### src/rtl/eight_to_three_priority_encoder.sv
// eight_to_three_priority_encoder
//
// Captures up to eight sticky request lines and presents them one at a time as
// a 3-bit code, highest index first, with a valid/ack handshake.
//
// Ports:
//   clk      in   1  clock, rising edge
//   rst_n    in   1  synchronous active-low reset
//   enable   in   1  sample D on this edge when high
//   D        in   8  request lines, D[7] highest priority
//   ack      in   1  consumer accepts the presented code on this edge
//   Y        out  3  code of the presented request
//   valid    out  1  Y holds a code not yet acknowledged
//   pending  out  8  captured requests not yet presented
//   overflow out  1  sticky: a request arrived while its bit was still pending

module eight_to_three_priority_encoder (
    input  logic       clk,
    input  logic       rst_n,
    input  logic       enable,
    input  logic [7:0] D,
    input  logic       ack,
    output logic [2:0] Y,
    output logic       valid,
    output logic [7:0] pending,
    output logic       overflow
);

    typedef enum logic [0:0] {StIdle, StPresent} state_e;

    state_e     state_q, state_d;
    logic [2:0] y_q, y_d;
    logic       valid_q, valid_d;
    logic [7:0] pending_q, pending_d;
    logic       overflow_q, overflow_d;

    logic [2:0] sel;
    logic [7:0] capture;
    logic [7:0] clear;
    logic       load;

    // Highest set index of the registered pending vector; later iterations
    // overwrite earlier ones, so the top set bit wins.
    always_comb begin
        sel = 3'd0;
        for (int k = 0; k < 8; k++) begin
            if (pending_q[k]) begin
                sel = 3'(k);
            end
        end
    end

    assign load    = (state_q == StIdle) && (pending_q != 8'h00);
    assign clear   = load ? (8'h01 << sel) : 8'h00;
    assign capture = enable ? D : 8'h00;

    always_comb begin
        state_d = state_q;
        y_d     = y_q;
        valid_d = valid_q;

        unique case (state_q)
            StIdle: begin
                valid_d = 1'b0;
                if (load) begin
                    y_d     = sel;
                    valid_d = 1'b1;
                    state_d = StPresent;
                end
            end
            StPresent: begin
                if (ack) begin
                    valid_d = 1'b0;
                    state_d = StIdle;
                end
            end
            default: begin
                state_d = StIdle;
                valid_d = 1'b0;
            end
        endcase

        // Capture is OR-ed after the clear so a new request for the bit being
        // loaded survives; only a bit that stays pending can overflow.
        pending_d  = (pending_q & ~clear) | capture;
        overflow_d = overflow_q | (|(capture & pending_q & ~clear));
    end

    always_ff @(posedge clk) begin
        if (!rst_n) begin
            state_q    <= StIdle;
            y_q        <= 3'b000;
            valid_q    <= 1'b0;
            pending_q  <= 8'h00;
            overflow_q <= 1'b0;
        end else begin
            state_q    <= state_d;
            y_q        <= y_d;
            valid_q    <= valid_d;
            pending_q  <= pending_d;
            overflow_q <= overflow_d;
        end
    end

    assign Y        = y_q;
    assign valid    = valid_q;
    assign pending  = pending_q;
    assign overflow = overflow_q;

endmodule

### config.mk
export PLATFORM = sky130hd
export DESIGN_NAME = eight_to_three_priority_encoder
export DESIGN_NICKNAME = d
export VERILOG_FILES = /design/src/rtl/eight_to_three_priority_encoder.sv
export SDC_FILE = /design/constraint.sdc
export NUM_CORES = 1
export LEC_CHECK = 0
export ABC_AREA = 1
export CORE_ASPECT_RATIO = 1.25
export CORE_UTILIZATION = 39
export DETAILED_ROUTE_END_ITERATION = 6
export PLACE_DENSITY_LB_ADDON = 0.12
export SETUP_SLACK_MARGIN = 0.02
export SKIP_LAST_GASP = 1
export SYNTH_ARGS = -nofsm -noshare
export SYNTH_HDL_FRONTEND = slang
export SYNTH_SLANG_ARGS = --single-unit
### constraint.sdc
create_clock -name clk -period 1.12 [get_ports clk]
set_input_delay 0.224 -clock clk [delete_from_list [all_inputs] [get_ports clk]]
set_output_delay 0.224 -clock clk [all_outputs]
set_load 0.05 [all_outputs]
==> results_dict.tcl <==
set metrics [dict create \
    viasPerCell 5.49 \
    synth_xor_xnor_area_share_pct 0 \
    setup_viol 21 \
    cap_violations 0 \
    leakage_nw 0.765 \
    slew_viol_final 0 \
    layout_common_cells "buf_4 (32), nand2_1 (23), nor2_1 (15)" \
    drc_errors 0 \
    placedCellCount 187 \
    slew_headroom_pct 75.9 \
    period_needed_ns 1.51 \
    gp_congestion 0.860 \
    syn_inst 115 \
    max-vdd-ir-drop_v 0.000988 \
    synth_top_family_by_area "simple AND/OR/NAND/NOR gates" \
    setup_tns_ns -3.54 \
    outcome "complete, but fails checks" \
    crit_arrival_ns 1.73 \
    syn_area_per_cell_sq_um 6.40 \
    synth_compound_area_share_pct 13.6 \
    p_per_area_mw_per_mm2 1260 \
    cts_tree "done" \
    finClkSkew_ns 0.00512 \
    stdcell_area_sq_mm 0.00168 \
    syn_area_sq_um 736 \
    start_util_pct 41.7 \
    finalNetCount 197 \
    rsz0062_at_grt "yes" \
    root_buffer "clkbuf_4" \
    hp-class "in -> reg" \
    final_common_cell "buf_4" \
    max_clock_freq_ghz 0.663 \
    drtIter0Drc 51 \
    gr-total-overflow 0 \
    layout.cells.non_filler 203 \
    vias 1115 \
    crit_path_end_kind "flop" \
    cp_max_fo 3 \
    clock_path_buffers 2 \
    worst_pin_slew_ns 0.358 \
    grt_pass1_wl_um 4210 \
    firstDrtPassIters 5 \
    muxShareOfSynthArea_pct 0 \
    fin_util_pct 94.9 \
    cts.htree.levels 1 \
    die-area_sq_mm 0.00207 \
    io_buffers 24 \
    yosys.area_share.simple_pct 40.5 \
    hpwl_um 1750 \
    finalCritPeriodShare_pct 135 \
    area_growth_pct 128 \
    setup_ws_ns -0.388 \
    pre_cts_slack_ns -0.392 \
    hold_violations 0 \
    synth-seq-area-share_pct 38.1 \
    clk-insertion-delay-late_ns 0.31 \
    grt_max_degree 10 \
    wl_per_cell_um 19.2 \
    synth_fa_ha_area_share_pct 0 \
    placedInstanceArea_sq_mm 0.00141 \
    core-area_sq_mm 0.00177 \
    die_x_um 40.8 \
    numCtsBuffers 3 \
    synth_fp_nets 127 \
    antenna_left 0 \
    cp.required_ns 1.34 \
    clk_pin_slew_ns 0.11 \
    crit_type "reg -> reg" \
    yosysWarnings 0 \
    violations "setup timing" \
    io_pins 25 \
    grt_pass1_vias 1028 \
    antenna_cells 0 \
    crit_path_start_kind "flop" \
    cts.sinks 14 \
    rows 17 \
    wirelength_um 3890 \
    drive_above_1_share_pct 62.5 \
    die_y_um 50.6 \
    gr-usage-all-layers_pct 29.4 \
    grt_antenna_before_repair 0 \
    ys_types 18 \
    synth_seq_cells 14 \
]
Yosys cell counts:
library cell / n / area [sq um]
nor2_4: 1 / 11.3
o21ai_0: 4 / 20.0
nor2_1: 19 / 71.3
inv_2: 4 / 15.0
clkinv_1: 1 / 3.75
nand2_2: 2 / 12.5
o21a_1: 1 / 7.51
dfxtp_1: 14 / 280
a31oi_1: 1 / 6.26
nand2_4: 1 / 11.3
nor2_2: 2 / 12.5
inv_1: 9 / 33.8
buf_2: 1 / 5.00
nand3_1: 9 / 45.0
a21oi_4: 1 / 16.3
a21oi_1: 10 / 50.1
nand4_1: 1 / 6.26
nand2_1: 34 / 128
final cells by class:
cell class	count	area (sq um)
clock buffer	4	36.3
fill	47	90.1
inverter	14	65.1
multi-input combinational	86	514
sequential	14	314
tap	19	23.8
timing repair buffer	66	722
cell families after synthesis:
group                  after synthesis
AO/OA/AOI/OAI                       17
buffers and inverters               15
flip-flops                          14
AND/OR/NAND/NOR                     69
registers in the layout, indices dropped and copies added (netlist names):
signal and count:
Y 3, overflow 1, pending 8, state_q 1
valid 1
metal layers:
| layer | routed length [um] | GRT usage, % | vias up |
|---|---|---|---|
| met5 | 0 | 0 | - |
| met4 | 180 | 16.7 | 0 |
| met3 | 241 | 3.98 | 19 |
| met2 | 2030 | 48.4 | 55 |
| met1 | 1440 | 33.5 | 542 |
| li1 | - | - | 499 |
critical path: stages, from the launching register on:
cell and delay, ns:
dfxtp_4 0.38, inv_2 0.05, nand2_2 0.10, nor2_4 0.06, nand2_2 0.07, nand3_1 0.11
nor2_1 0.17, nand2_1 0.14, nand2_1 0.12, nand3_2 0.10, nor2_2 0.09, nor2_1 0.04
stage by stage:
step                total power, W  hold slack [ns]
floorplan                  0.00101            0.360
finish                     0.00212            0.458
detailed placement         0.00147            0.501
CTS                        0.00192            0.456
global route               0.00217            0.465
global placement           0.00145            0.499
path summary, 6_finish.rpt:
kind / slack (ns) / from / cells after the start / end
setup / recovery: -0.39 / pending[3]$_SDFF_PN0_ / 11 / overflow$_SDFF_PN0_
setup reg to reg: -0.39 / pending[3]$_SDFF_PN0_ / 11 / overflow$_SDFF_PN0_
hold reg to reg: 0.56 / Y[2]$_SDFFE_PN0P_ / 2 / Y[2]$_SDFFE_PN0P_
hold / removal: 0.46 / enable / 3 / pending[5]$_SDFF_PN0_
what timing repair did:
action                                 4_1_cts  5_1_grt
endpoints found under the hold margin        0        0
hold buffers                                 0        0
buffers inserted                             5        9
pin swaps                                    4       22
setup endpoints to repair                   19       22
resized for setup                           19       30
power breakdown:
part           internal [W]  switching [W]  total [W]
Combinational      0.000518       0.000554    0.00107
Clock              0.000199       0.000219   0.000418
Sequential         0.000552      0.0000751   0.000627
Total               0.00127       0.000848    0.00212
Power figures use the tool's default switching activity.
